--- config.mk ---
export PLATFORM = sky130hd
export DESIGN_NAME = time_set_controller
export DESIGN_NICKNAME = d
export VERILOG_FILES = /design/src/rtl/clock_pkg.sv /design/src/rtl/time_set_controller_btn_repeat.sv /design/src/rtl/time_set_controller.sv
export SDC_FILE = /design/constraint.sdc
export NUM_CORES = 1
export LEC_CHECK = 0
export CORE_ASPECT_RATIO = 1.25
export CORE_MARGIN = 2
export CORE_UTILIZATION = 40
export CTS_BUF_LIST = sky130_fd_sc_hd__clkbuf_16
export CTS_CLUSTER_DIAMETER = 150
export DETAILED_ROUTE_END_ITERATION = 12
export GPL_TIMING_DRIVEN = 0
export MAX_ROUTING_LAYER = met4
export PLACE_DENSITY_LB_ADDON = 0.25
export SKIP_CTS_REPAIR_TIMING = 1
export SLEW_MARGIN = 5
export SYNTH_ARGS = -nofsm -noshare
export SYNTH_HDL_FRONTEND = slang
export SYNTH_HIERARCHICAL = 1
export SYNTH_SLANG_ARGS = --single-unit
export TNS_END_PERCENT = 20
--- constraint.sdc ---
create_clock -name clk -period 1.81 [get_ports clk]
set_clock_uncertainty 0.15 [all_clocks]
set_input_delay 0.362 -clock clk [delete_from_list [all_inputs] [get_ports clk]]
set_output_delay 0.362 -clock clk [all_outputs]
set_load 0.005 [all_outputs]
--- src/rtl/clock_pkg.sv ---
// Shared field indices, edit-state encoding and decode helpers for the
// time/date setting logic.
package clock_pkg;

  localparam int FLD_SEC    = 0;
  localparam int FLD_MIN    = 1;
  localparam int FLD_HOUR   = 2;
  localparam int FLD_DAY    = 3;
  localparam int FLD_MONTH  = 4;
  localparam int FLD_YEAR   = 5;
  localparam int NUM_FIELDS = 6;

  typedef enum logic [2:0] {
    RUN,
    SET_SEC,
    SET_MIN,
    SET_HOUR,
    SET_DAY,
    SET_MONTH,
    SET_YEAR
  } set_state_t;

  function automatic logic [NUM_FIELDS-1:0] field_onehot(input set_state_t s);
    logic [NUM_FIELDS-1:0] oh;
    oh = '0;
    case (s)
      SET_SEC:   oh[FLD_SEC]   = 1'b1;
      SET_MIN:   oh[FLD_MIN]   = 1'b1;
      SET_HOUR:  oh[FLD_HOUR]  = 1'b1;
      SET_DAY:   oh[FLD_DAY]   = 1'b1;
      SET_MONTH: oh[FLD_MONTH] = 1'b1;
      SET_YEAR:  oh[FLD_YEAR]  = 1'b1;
      default:   oh = '0;
    endcase
    return oh;
  endfunction

  function automatic set_state_t next_field(input set_state_t s);
    set_state_t n;
    case (s)
      RUN:       n = SET_SEC;
      SET_SEC:   n = SET_MIN;
      SET_MIN:   n = SET_HOUR;
      SET_HOUR:  n = SET_DAY;
      SET_DAY:   n = SET_MONTH;
      SET_MONTH: n = SET_YEAR;
      default:   n = RUN;
    endcase
    return n;
  endfunction

endpackage

--- src/rtl/time_set_controller_btn_repeat.sv ---
// Rising-edge detect plus hold-to-repeat for one up/down button; fire is a
// combinational request that the top module registers into a pulse.
module btn_repeat #(
  parameter int REPEAT_DELAY = 8,
  parameter int REPEAT_RATE  = 2
) (
  input  logic clk,
  input  logic rst_n,
  input  logic btn,
  input  logic enable,
  input  logic fast_tick,
  output logic fire
);

  localparam int CNT_MAX = (REPEAT_DELAY > REPEAT_RATE) ? REPEAT_DELAY : REPEAT_RATE;
  localparam int CW      = $clog2(CNT_MAX + 1);
  localparam logic [CW-1:0] DELAY_LAST = CW'(REPEAT_DELAY - 1);
  localparam logic [CW-1:0] RATE_LAST  = CW'(REPEAT_RATE - 1);

  logic          btn_prev_q, btn_prev_d;
  logic [CW-1:0] cnt_q, cnt_d;
  logic          rpt_q, rpt_d;
  logic          rise;

  // An edge wins over a coincident fast_tick: it fires and restarts the count.
  always_comb begin
    btn_prev_d = btn;
    cnt_d      = cnt_q;
    rpt_d      = rpt_q;
    fire       = 1'b0;
    rise       = btn & ~btn_prev_q;
    if (!enable || !btn) begin
      cnt_d = '0;
      rpt_d = 1'b0;
    end else if (rise) begin
      fire  = 1'b1;
      cnt_d = '0;
      rpt_d = 1'b0;
    end else if (fast_tick) begin
      if (!rpt_q) begin
        if (cnt_q == DELAY_LAST) begin
          fire  = 1'b1;
          rpt_d = 1'b1;
          cnt_d = '0;
        end else begin
          cnt_d = cnt_q + 1'b1;
        end
      end else if (cnt_q == RATE_LAST) begin
        fire  = 1'b1;
        cnt_d = '0;
      end else begin
        cnt_d = cnt_q + 1'b1;
      end
    end
  end

  always_ff @(posedge clk or negedge rst_n) begin
    if (!rst_n) begin
      btn_prev_q <= 1'b0;
      cnt_q      <= '0;
      rpt_q      <= 1'b0;
    end else begin
      btn_prev_q <= btn_prev_d;
      cnt_q      <= cnt_d;
      rpt_q      <= rpt_d;
    end
  end

endmodule

--- src/rtl/time_set_controller.sv ---
// Manual time/date setting sequencer: mode stepping, up/down pulse generation
// with auto-repeat, inactivity timeout and field blink.
module time_set_controller
  import clock_pkg::*;
#(
  parameter int REPEAT_DELAY = 8,
  parameter int REPEAT_RATE  = 2,
  parameter int TIMEOUT_S    = 30
) (
  input  logic                  clk,
  input  logic                  rst_n,
  input  logic                  btn_mode,
  input  logic                  btn_up,
  input  logic                  btn_down,
  input  logic                  fast_tick,
  input  logic                  sec_tick,
  input  logic                  blink_tick,
  output logic [NUM_FIELDS-1:0] manual_set,
  output logic                  up,
  output logic                  down,
  output logic                  editing,
  output logic                  blink
);

  localparam int TW = $clog2(TIMEOUT_S + 1);
  localparam logic [TW-1:0] TO_MAX  = TW'(TIMEOUT_S);
  localparam logic [TW-1:0] TO_LAST = TW'(TIMEOUT_S - 1);

  set_state_t            state_q, state_d;
  logic [NUM_FIELDS-1:0] manual_set_q, manual_set_d;
  logic                  editing_q, editing_d;
  logic                  up_q, up_d, down_q, down_d;
  logic                  blink_q, blink_d;
  logic [TW-1:0]         to_cnt_q, to_cnt_d;
  logic                  mode_prev_q, up_prev_q, down_prev_q;
  logic                  mode_rise, any_rise, in_edit, state_chg;
  logic                  both_pressed, rpt_enable, fire_up, fire_down;

  assign in_edit      = (state_q != RUN);
  assign both_pressed = btn_up & btn_down;
  assign rpt_enable   = editing_q & ~both_pressed;

  btn_repeat #(.REPEAT_DELAY(REPEAT_DELAY), .REPEAT_RATE(REPEAT_RATE)) u_rep_up (
    .clk       (clk),
    .rst_n     (rst_n),
    .btn       (btn_up),
    .enable    (rpt_enable),
    .fast_tick (fast_tick),
    .fire      (fire_up)
  );

  btn_repeat #(.REPEAT_DELAY(REPEAT_DELAY), .REPEAT_RATE(REPEAT_RATE)) u_rep_down (
    .clk       (clk),
    .rst_n     (rst_n),
    .btn       (btn_down),
    .enable    (rpt_enable),
    .fast_tick (fast_tick),
    .fire      (fire_down)
  );

  // A button edge restarts the timeout, so it also blocks a coincident expiry.
  always_comb begin
    mode_rise = btn_mode & ~mode_prev_q;
    any_rise  = mode_rise | (btn_up & ~up_prev_q) | (btn_down & ~down_prev_q);

    state_d = state_q;
    if (mode_rise) begin
      state_d = next_field(state_q);
    end else if (in_edit && !any_rise &&
                 ((to_cnt_q == TO_MAX) || (sec_tick && to_cnt_q == TO_LAST))) begin
      state_d = RUN;
    end
    state_chg = (state_d != state_q);

    to_cnt_d = to_cnt_q;
    if (any_rise || state_chg) begin
      to_cnt_d = '0;
    end else if (in_edit && sec_tick && to_cnt_q != TO_MAX) begin
      to_cnt_d = to_cnt_q + 1'b1;
    end

    blink_d = blink_q;
    if (state_chg || state_d == RUN) begin
      blink_d = 1'b0;
    end else if (blink_tick) begin
      blink_d = ~blink_q;
    end

    // Pulses never coincide with a change of the selected field.
    up_d   = fire_up & ~fire_down & in_edit & ~state_chg;
    down_d = fire_down & ~fire_up & in_edit & ~state_chg;

    manual_set_d = field_onehot(state_d);
    editing_d    = (state_d != RUN);
  end

  always_ff @(posedge clk or negedge rst_n) begin
    if (!rst_n) begin
      state_q      <= RUN;
      manual_set_q <= '0;
      editing_q    <= 1'b0;
      up_q         <= 1'b0;
      down_q       <= 1'b0;
      blink_q      <= 1'b0;
      to_cnt_q     <= '0;
      mode_prev_q  <= 1'b0;
      up_prev_q    <= 1'b0;
      down_prev_q  <= 1'b0;
    end else begin
      state_q      <= state_d;
      manual_set_q <= manual_set_d;
      editing_q    <= editing_d;
      up_q         <= up_d;
      down_q       <= down_d;
      blink_q      <= blink_d;
      to_cnt_q     <= to_cnt_d;
      mode_prev_q  <= btn_mode;
      up_prev_q    <= btn_up;
      down_prev_q  <= btn_down;
    end
  end

  assign manual_set = manual_set_q;
  assign editing    = editing_q;
  assign up         = up_q;
  assign down       = down_q;
  assign blink      = blink_q;

endmodule
* Yosys cells after proc, flatten, opt, wreduce, memory -nomap -nowiden
Index checks and enable logic that the tools add are counted. W data, S select, Z words.
Word-level totals: bits in registers 31, input port bits 8, logic and storage cells 124
Cells by class: add/subtract/negate cells 3, equal/unequal tests 19, mux-type cells 45, bitwise logic cells 21, reductions and logical operators 22
Operators by type and width (count):
- $mux W4 | 12
- $mux W1 | 28
- $pmux W3 S6 | 1
- $eq A3 B3 Y1 const B | 5
- $eq A3 B2 Y1 const B | 4
- $reduce_bool A3 Y1 | 4
- $and A1 B1 Y1 | 11
- $eq A5 B5 Y1 const B | 2
- $mux W5 | 2
- $add A4 B1 Y4 const B | 2
- $eq A4 B1 Y1 const B | 2
- $eq A4 B3 Y1 const B | 2
- $not A1 Y1 | 8
- $eq A3 B1 Y1 const B | 2
- $logic_not A3 Y1 | 2
- $mux W3 | 2
- $add A5 B1 Y5 const B | 1
- $logic_and A1 B1 Y1 | 5
- $logic_or A1 B1 Y1 | 5
- $ne A5 B5 Y1 const B | 1
- $logic_not A1 Y1 | 4
- $reduce_bool A2 Y1 | 2
- $ne A3 B3 Y1 | 1
- $or A1 B1 Y1 | 2

* Depth between registers and ports, before layout
Gate-level depths: netlist of run 1.
depth after elaboration 12, gate-level depth with buffers 6, gate-level depth less buffers 6

* Cells and area by module
The synthesis of run 1 kept the hierarchy.
Modules (own cells, without submodules):
- time_set_controller | times used 1, cells an instance 85, area an instance 958.4 µm²
- btn_repeat | times used 2, cells an instance 32, area an instance 331.6 µm²

* Worst setup path after synthesis of run 1
No wires, ideal clock.
kind input-to-reg, from input btn_down, to register u_rep_down.cnt_q[1], setup time 0.101 ns, arrival time 1.550 ns, data required time 1.559 ns, setup slack 0.009 ns, stages on the path 4, buffers on the path 0, cell sequence a21boi_0 -> nand3_2 -> or3b_1 -> o32ai_1
On the way: cells in the longest elaborated chain, start to end 6
RTL lines:
- start: declaration | line time_set_controller.sv:14 | input logic btn_down,
- $and A1 B1 Y1 | line time_set_controller.sv:40 | assign both_pressed = btn_up & btn_down;
- $not A1 Y1 | line time_set_controller.sv:41 | assign rpt_enable = editing_q & ~both_pressed;
- $and A1 B1 Y1 | line time_set_controller.sv:41
- $logic_not A1 Y1 | line time_set_controller_btn_repeat.sv:32 | if (!enable || !btn) begin
- $logic_or A1 B1 Y1 | line time_set_controller_btn_repeat.sv:32
- $reduce_bool A3 Y1 (no line) or $mux W4 (tied branches)
- end signal: assignment | line time_set_controller_btn_repeat.sv:64 | cnt_q <= cnt_d;
- end: declaration | line time_set_controller_btn_repeat.sv:21 | logic [CW-1:0] cnt_q, cnt_d;
Parallel ways exist; a longest one is shown, timed or not. A chain may end at the register's enable or synchronous reset.

* Final worst setup path of run 1
from register to_cnt_q[0], to register manual_set_q[5] (netlist: manual_set[5])
On the way: cells in the longest elaborated chain, start to end 8
RTL lines:
- start: declaration | line time_set_controller.sv:34 | logic [TW-1:0] to_cnt_q, to_cnt_d;
- start signal: assignment | line time_set_controller.sv:116 | to_cnt_q <= to_cnt_d;
- $eq A5 B5 Y1 | line time_set_controller.sv:70 | ((to_cnt_q == TO_MAX) || (sec_tick && to_cnt_q == TO_LAST))) begin
- $logic_and A1 B1 Y1 | line time_set_controller.sv:70
- $logic_or A1 B1 Y1 * | line time_set_controller.sv:70
- $logic_and A1 B1 Y1 * | line time_set_controller.sv:69 | end else if (in_edit && !any_rise &&
- $mux W3 * | line time_set_controller.sv:69
- $mux W3 * | line time_set_controller.sv:67 | if (mode_rise) begin
- $eq A3 B3 Y1 * | line clock_pkg.sv:26 | case (s)
- $mux W1 * | line clock_pkg.sv:26
- net manual_set_d[5] | line time_set_controller.sv:30 | logic [NUM_FIELDS-1:0] manual_set_q, manual_set_d;
- end signal: assignment | line time_set_controller.sv:111 | manual_set_q <= manual_set_d;
- end: declaration | line time_set_controller.sv:30
The timed path passes the listed nets; every way through them passes the cells marked *.

==> results of run 1 <==
-- per-layer routing --
layer	share of wire	routed length (µm)	vias to the layer above	GRT usage
met5	0	0	-	-
met4	0.018	55	0	0.0749
met3	0.037	114	7	0.0361
met2	0.52	1590	26	0.272
met1	0.43	1300	594	0.197
li1	-	-	593	-
-- power groups by stage --
stage / combinational (mW) / sequential (mW) / clock (mW)
4_1_cts: 0.555 / 0.960 / 0.788
3_3_place_gp: 0.538 / 0.967 / 0
6_report: 0.564 / 0.963 / 0.767
2_1_floorplan: 0.311 / 0.957 / 0
3_5_place_dp: 0.549 / 0.969 / 0
5_1_grt: 0.633 / 0.985 / 0.827
-- through the flow --
stage / setup TNS (ns) / power, mW / worst slack (ns)
finish: 0 / 2.29 / 0.130
global route: -0.00564 / 2.45 / -0.00564
CTS: -3.71 / 2.30 / -0.571
detailed placement: -8.69 / 1.52 / -0.834
global placement: -20.93 / 1.50 / -0.782
floorplan: 0 / 1.27 / 0.00868
-- sequential cells by signal, summed over array words and instances (netlist names), 3 cells and up --
register and cells:
manual_set 6, u_rep_down/cnt_q 4, to_cnt_q 5, u_rep_up/cnt_q 4, state_q 3
-- final cells by class --
class | instances | share of cell area
Sequential cell | 33 | 0.408
Multi-Input combinational cell | 108 | 0.388
Timing Repair Buffer | 18 | 0.0901
Clock buffer | 5 | 0.0617
Tap cell | 54 | 0.0333
Inverter | 7 | 0.0130
Clock inverter | 2 | 0.00370
Buffer | 1 | 0.00247
-- worst max-delay path: stages, from the launching register on --
cell                      delay, ns
sky130_fd_sc_hd__dfrtp_2       0.43
sky130_fd_sc_hd__ha_1          0.21
sky130_fd_sc_hd__a21o_1        0.22
sky130_fd_sc_hd__a41oi_4       0.22
sky130_fd_sc_hd__buf_4         0.17
sky130_fd_sc_hd__a31oi_1       0.09
sky130_fd_sc_hd__nor2b_1       0.12
-- logic make-up after synthesis --
| family | synth area share |
|---|---|
| AND/OR/NAND/NOR | 0.256 |
| buffers and inverters | 0.0193 |
| XOR/XNOR | 0.0270 |
| AO/OA/AOI/OAI | 0.134 |
| adder cells (fa/ha/maj) | 0.0540 |
| flip-flops | 0.509 |
-- placed cells by master, fill, tap and decap left out, types with 3 or more instances in the layout --
| master | synthesis | layout |
|---|---|---|
| sky130_fd_sc_hd__a21oi_1 | 8 | 6 |
| sky130_fd_sc_hd__and4_1 | 3 | 3 |
| sky130_fd_sc_hd__clkbuf_16 | 0 | 5 |
| sky130_fd_sc_hd__clkdlybuf4s50_1 | 0 | 12 |
| sky130_fd_sc_hd__dfrtp_1 | 33 | 32 |
| sky130_fd_sc_hd__dlymetal6s2s_1 | 0 | 4 |
| sky130_fd_sc_hd__ha_1 | 7 | 7 |
| sky130_fd_sc_hd__inv_1 | 7 | 8 |
| sky130_fd_sc_hd__nand2_1 | 12 | 11 |
| sky130_fd_sc_hd__nand2b_1 | 9 | 9 |
| sky130_fd_sc_hd__nand3_2 | 3 | 3 |
| sky130_fd_sc_hd__nand3b_1 | 4 | 4 |
| sky130_fd_sc_hd__nand4_1 | 5 | 5 |
| sky130_fd_sc_hd__nor2_1 | 15 | 15 |
| sky130_fd_sc_hd__nor3_1 | 3 | 3 |
| sky130_fd_sc_hd__or3b_1 | 4 | 4 |
| sky130_fd_sc_hd__xor2_1 | 3 | 3 |
-- how the worst max path moves through the flow --
stage,end,slack (ns),from,depth (start not counted)
detailed placement,u_rep_up/cnt_q[1],-0.83,btn_up,5
floorplan,u_rep_down/cnt_q[1],0.009,btn_down,4
finish,manual_set[5],0.13,to_cnt_q[0],6
CTS,u_rep_up/cnt_q[1],-0.57,btn_down,5
global placement,u_rep_up/cnt_q[1],-0.78,btn_up,5
global route,manual_set[5],-0.006,to_cnt_q[1],7
==> results.txt, run 1 <==
After clock tree synthesis, the clock-pin slew on the worst setup and hold paths is approximately 0.050 ns. The share of flip-flops with an asynchronous set or reset after synthesis is 1.00. For this run, the leading register cell type out of synthesis is sky130_fd_sc_hd__dfrtp_1. Of the cells placed in the final design, the portion with a size suffix greater than 1 is 0.132. Counting instances in the post-synthesis netlist gives the leading cell types as sky130_fd_sc_hd__dfrtp_1 (33), sky130_fd_sc_hd__nor2_1 (15), sky130_fd_sc_hd__nand2_1 (12), sky130_fd_sc_hd__nand2b_1 (9), sky130_fd_sc_hd__a21oi_1 (8). The max-slew violation count is 0. The worst register-to-register path begins at to_cnt_q[0]. The global placement routability congestion is 0.790. Of the post-synthesis cell area, the dominant cell type holds 0.509. The standby leakage power came out at 0.894 nW. The total of flip-flops plus latches after synthesis came out at 33. Before antenna repair, the detailed router went through 4 iterations. Global routing finished with a remaining overflow of 0.

The net count after synthesis is 164. In this run, placement finished with an instance count of 220. The fill cell instance count of the final layout is approximately 370.

After technology mapping, the gate count stands at 149. Of the total power, the share spent switching nets is 0.283. The die covers 4580 µm². Measured in cells, the most critical reg-to-reg path has a length of 6. The worst setup path is launched from a flop. The net switching power of the design came out at 0.649 mW. The maximum achievable frequency came out at about 600 MHz. Across every metal layer, demand over resource in global routing totals 0.167. The final-stage net count came out at around 190. The initial antenna violation count came out at 0. Dividing the detail-routed via count by the number of cells gives approximately 5.4. Yosys printed 6 warnings. The end-of-flow core utilization came out at 0.527. CTS built an H-tree with a depth of 2. The worst setup path is of the flop to flop kind.

The cell sitting at the root of the clock tree is a sky130_fd_sc_hd__clkbuf_16. The largest net degree at the start of global routing is 34. The CTS tree is yes. The boundary pin count came out at 18. The worst-case register-to-register setup slack is between 0.1 and 0.15 ns. The width of the die came out at 61.0 µm.

After floorplanning, the core was divided into 25 placement rows. Summed over all instances, the cell type with the most area after synthesis is sky130_fd_sc_hd__dfrtp_1. The total core area is 3850 µm². The final reports fail on negative hold slack. In the post-synthesis netlist, the cell with the most instances is sky130_fd_sc_hd__dfrtp_1. The via count of the first global-routing pass is 1228. The tightest hold margin is -0.00439 ns.

Headroom to the max-slew limit came out at 0.519. The worst IR drop on VDD is ~0.00083 V. The number of synthesized flops with an enable pin is 0.

The DRC violations left is 0. The clock latency on the worst-skew pair is 0.27 ns. The number of max-cap violations is 0. The die is roughly 75 µm tall. The number of buffers between clock root and the deepest sink is 2. The endpoint identified for the worst register-to-register timing path is manual_set[5]. The synthesized netlist occupies a cell area of approximately 1600 µm². The internal power came out at roughly 1.6 mW. Of the total power, combinational logic draws 0.246.

Setup repair after global routing could not meet its margin everywhere. The first global-routing pass estimated 5.45 mm of wire. The count of nets left with antenna violations after detail routing came out at 0. Along the worst path, the maximum fanout reaches 5. The data required time of the critical path came out at 1.86 ns.

The cell area after layout came out at 2030 µm². The average footprint of a synthesized cell came out at 10.9 µm². The min-delay analysis places its worst path in the category input pin to async pin. STA classifies the critical path endpoint as a flop. The area growth from synthesis to layout is 25.0%. The violation count after the first detailed-routing iteration came out at 40. The area of combinational cells with multiple inputs is approximately 800 µm².

Summed over all nets, the half-perimeter wirelength after detailed placement is 2.15 mm. The transition time of the tightest slew-check pin came out at just over 0.7 ns. For the worst setup path, the data arrival time is 1.73 ns. The total placed instance area is 1850 µm². The run finished, with violations left.

The non-filler instance count after layout came out at 228. The starting density of the core is 0.421. The shortest clock period the worst path allows after layout is 1.68 ns.

The count of final hold-check violations came out at 6. The antenna diode count is 0. The share of the clock period used by the worst path is 0.928. The sequential cell area in the final layout came out at 827 µm². Of the synthesized area, sequential elements account for 0.509.

Sorting the synthesized cells by area gives the leading types as sky130_fd_sc_hd__dfrtp_1 (51%), sky130_fd_sc_hd__ha_1 (5.4%), sky130_fd_sc_hd__nand2b_1 (3.5%). The share of total power in sequential cells came out at 0.420. The via count came out at 1220. The sum of routed wire length over all layers came out at 3.06 mm. The final number of setup-violating endpoints came out at 0. Buffers inserted during clock tree synthesis total 5. Buffers placed on the I/O ports in this run total 17. The ratio of total power to cell area is 1130 nW/µm². The routed length per instance is 13.4 µm. Synthesis instantiated 36 different standard cells from the library. The clock share of power is 0.335. Clock tree synthesis found a total of 33 sinks.
Note: power is estimated with default switching activity, not from simulation.
==> run 2, diff against run 1 <==
- ABC_CLOCK_PERIOD_IN_PS: default -> 1810
==> results of run 2 <==
Final layout, timing and power as in run 1 (identical DEF).
==> run 3, diff against run 2 <==
- PLACE_DENSITY_LB_ADDON: 0.25 -> default
==> run 3 against run 2 <==
- the flow finishes with violations (negative hold slack, negative setup slack)
- cell count is 1.3% higher
- total power is 8.9% higher
- clock power is 22% higher
- largest power group unchanged
==> results.txt, run 3 (synthesized netlist as in run 1, its figures left out) <==
The biggest cell delay along the critical path was 0.41 ns (-0.02 ns). The most utilized layer in the global route result is met2. The setup slack of the critical path after layout is -0.0323 ns (-0.163 ns). The number of instances in the placed design came to 220 (unchanged). Leaving out fill and tap cells, the most frequent cell in the layout is sky130_fd_sc_hd__dfrtp_1.

The width of the die came out at 61.0 µm (unchanged). The checks that failed: negative hold slack, negative setup slack. The growth of design area from synthesis to finish is 27.6%. The worst endpoint data arrival time is 1.90 ns (+0.17 ns). The share of the clock period used by the worst path came out at 1.02 (+0.0899). The total placed instance area was 1850 µm² (unchanged). The worst IR drop on VDD came to 0.000802 V (-3.1%). The tightest hold margin came to -0.00330 ns (+0.00108 ns). The count of cells along the worst register-to-register path is 7 (+1).

By startpoint and endpoint, the worst setup path is classified as flop to flop. The maximum fanout encountered on the critical timing path came out at 6 (+1). Setup repair after global routing could not meet its margin everywhere. The final number of setup-violating endpoints is 2 (+2). The placement row count is 25 (unchanged).

The signal on the critical path passes through inv_1, ha_1, a21o_1, a41oi_4, buf_4, a31oi_1, nor2b_1. The largest net degree at the start of global routing came out at 34 (unchanged). The sum of routed wire length over all layers came to 3.26 mm (+6.3%). The register clock-pin slew on the reported worst setup and hold paths is 0.05 ns (about the same).

The routed length per instance is 14.1 µm (+5.0%). The via count of the first global-routing pass came out at 1192 (-2.9%). In this run the worst hold path is classified as input pin to async pin. The fraction of final layout cells with drive strength greater than 1 is 0.147 (+0.0147).

The flow ran to the end, but the final reports show violations. The wire length of the first global-routing pass came out at 5.30 mm (-2.8%). The height of the chip was 75.2 µm (unchanged). The overall routing resource usage came out at 0.167 (-0.000608). The TritonCTS buffer count is 5 (unchanged). The data required time of the critical path came out at 1.87 ns (about the same). The worst setup path is launched from a flop.

The sink count of the clock tree is 33 (unchanged). The number of port buffers is 17 (unchanged). The number of max-cap violations was 0 (unchanged). The via count came out at 1243 (+1.9%).

The headroom to the max-slew limit is 0.512 (-0.00664). The boundary pin count came to 18 (unchanged). The via-per-instance ratio was 5.38 (+0.56%). The shortest clock period the worst path allows after layout is 1.84 ns (+0.163 ns). The ratio of total power to cell area came out at 1210 nW/µm² (+6.7%).

The standby leakage power came to 0.904 nW (+1.1%). The global placement routability congestion is 0.802 (+1.6%). The max-slew violation count came out at 0 (unchanged). The count of nets left with antenna violations after detail routing is 0 (unchanged). The full die area came out at 4580 µm² (unchanged). The non-filler instance count after layout came out at 231 (+1.3%).

The count of final hold-check violations is 10 (+4). The remaining global-route overflow is 0 (unchanged). The global-route track usage on met1 is 0.187 (-0.00961).

The transition time of the tightest slew-check pin came out at 0.732 ns (+0.00996 ns). The total iterations of the first detailed-routing run is 4 (unchanged). The number of buffers between clock root and the deepest sink came out at 2 (unchanged). The initial antenna violation count came to 0 (unchanged). The clock latency on the worst-skew pair is 0.28 ns (about the same).

The fill cell instance count of the final layout came to 353 (-4.1%). The total half-perimeter wirelength after legalization and detailed placement came to 2.24 mm (+4.1%). CTS placed an instance of sky130_fd_sc_hd__clkbuf_16 at the clock tree root. In the layout the commonest cells are sky130_fd_sc_hd__dfrtp_1 (32), sky130_fd_sc_hd__nor2_1 (15), sky130_fd_sc_hd__clkdlybuf4s50_1 (14), sky130_fd_sc_hd__nand2_1 (11), sky130_fd_sc_hd__nand2b_1 (9).

The final-stage net count is 191 (+1.1%). The met2 layer usage reported by global route came out at 0.268 (-0.00478). The DRC violations left is 0 (unchanged). The cell area after layout is 2070 µm² (+2.1%). The antenna diode count is 0 (unchanged). The flip-flop count of the largest register, all copies and words added is 6 (unchanged). The maximum achievable frequency came out at 543 MHz (-8.8%). STA classifies the critical path endpoint as a flop. Among all stages on the critical path, the largest delay is contributed by sky130_fd_sc_hd__dfrtp_2. The met3 track utilization from global routing is 0.0412 (+0.00515). The violation count after the first detailed-routing iteration is 63 (+57%).

TritonCTS built the clock tree. The total core area came out at 3850 µm² (unchanged). The number of H-tree branching levels is 2 (unchanged).

The starting density of the core is 0.421 (unchanged).
## run 3: per-layer routing
layer	part of all wire	routed length [µm]	vias up
met5	0	0	-
met4	0.034	111	0
met3	0.046	151	13
met2	0.51	1650	39
met1	0.41	1340	601
li1	-	-	590
## run 3: path summary, 6_finish.rpt
check | start | to | slack, ns
max | to_cnt_q[0] | manual_set[5] | -0.03
min | rst_n | u_rep_up/cnt_q[2] | -0.003
max reg2reg | to_cnt_q[0] | manual_set[5] | -0.03
min reg2reg | blink | blink | 0.39
max in group asynchronous | rst_n | to_cnt_q[0] | 1.01
min in group clk | btn_up | up_prev_q | 0.27
## run 3: power breakdown
group / switching, mW / total (mW) / internal [mW] / leakage (nW)
Combinational: 0.283 / 0.600 / 0.317 / 0.386
Sequential: 0.109 / 0.964 / 0.856 / 0.435
Clock: 0.296 / 0.934 / 0.638 / 0.0826
## run 3: critical path: cells and delay by family, from the launching register on
family	cells	cell delay [ns]
AOI/OAI and AO/OA	3	0.63
buffers and inverters	2	0.23
DFF	1	0.41
and+or+nand+nor	1	0.12
adders and majority gates	1	0.22
## run 3: area by class of cell
type | instances | area, µm² | share of cell area
plain buffers | 1 | 5.00 | 0.00242
clock buffers | 5 | 125 | 0.0605
clock inverters | 3 | 37.5 | 0.0181
inverters | 7 | 26.3 | 0.0127
multi-input cells | 108 | 788 | 0.381
flip-flops and latches | 33 | 827 | 0.400
well taps | 54 | 67.6 | 0.0326
repair buffers | 20 | 193 | 0.0931
## run 3: stage by stage
| stage | util | TNS, ns | setup WS [ns] | power [mW] |
|---|---|---|---|---|
| 5_1_grt | 0.538 | -0.437 | -0.127 | 2.63 |
| 3_3_place_gp | 0.483 | -21.54 | -0.756 | 1.51 |
| 3_5_place_dp | 0.482 | -8.67 | -0.839 | 1.52 |
| 4_1_cts | 0.524 | -3.50 | -0.552 | 2.47 |
| 6_report | 0.538 | -0.0360 | -0.0323 | 2.50 |
| 2_1_floorplan | - | 0 | 0.00868 | 1.27 |
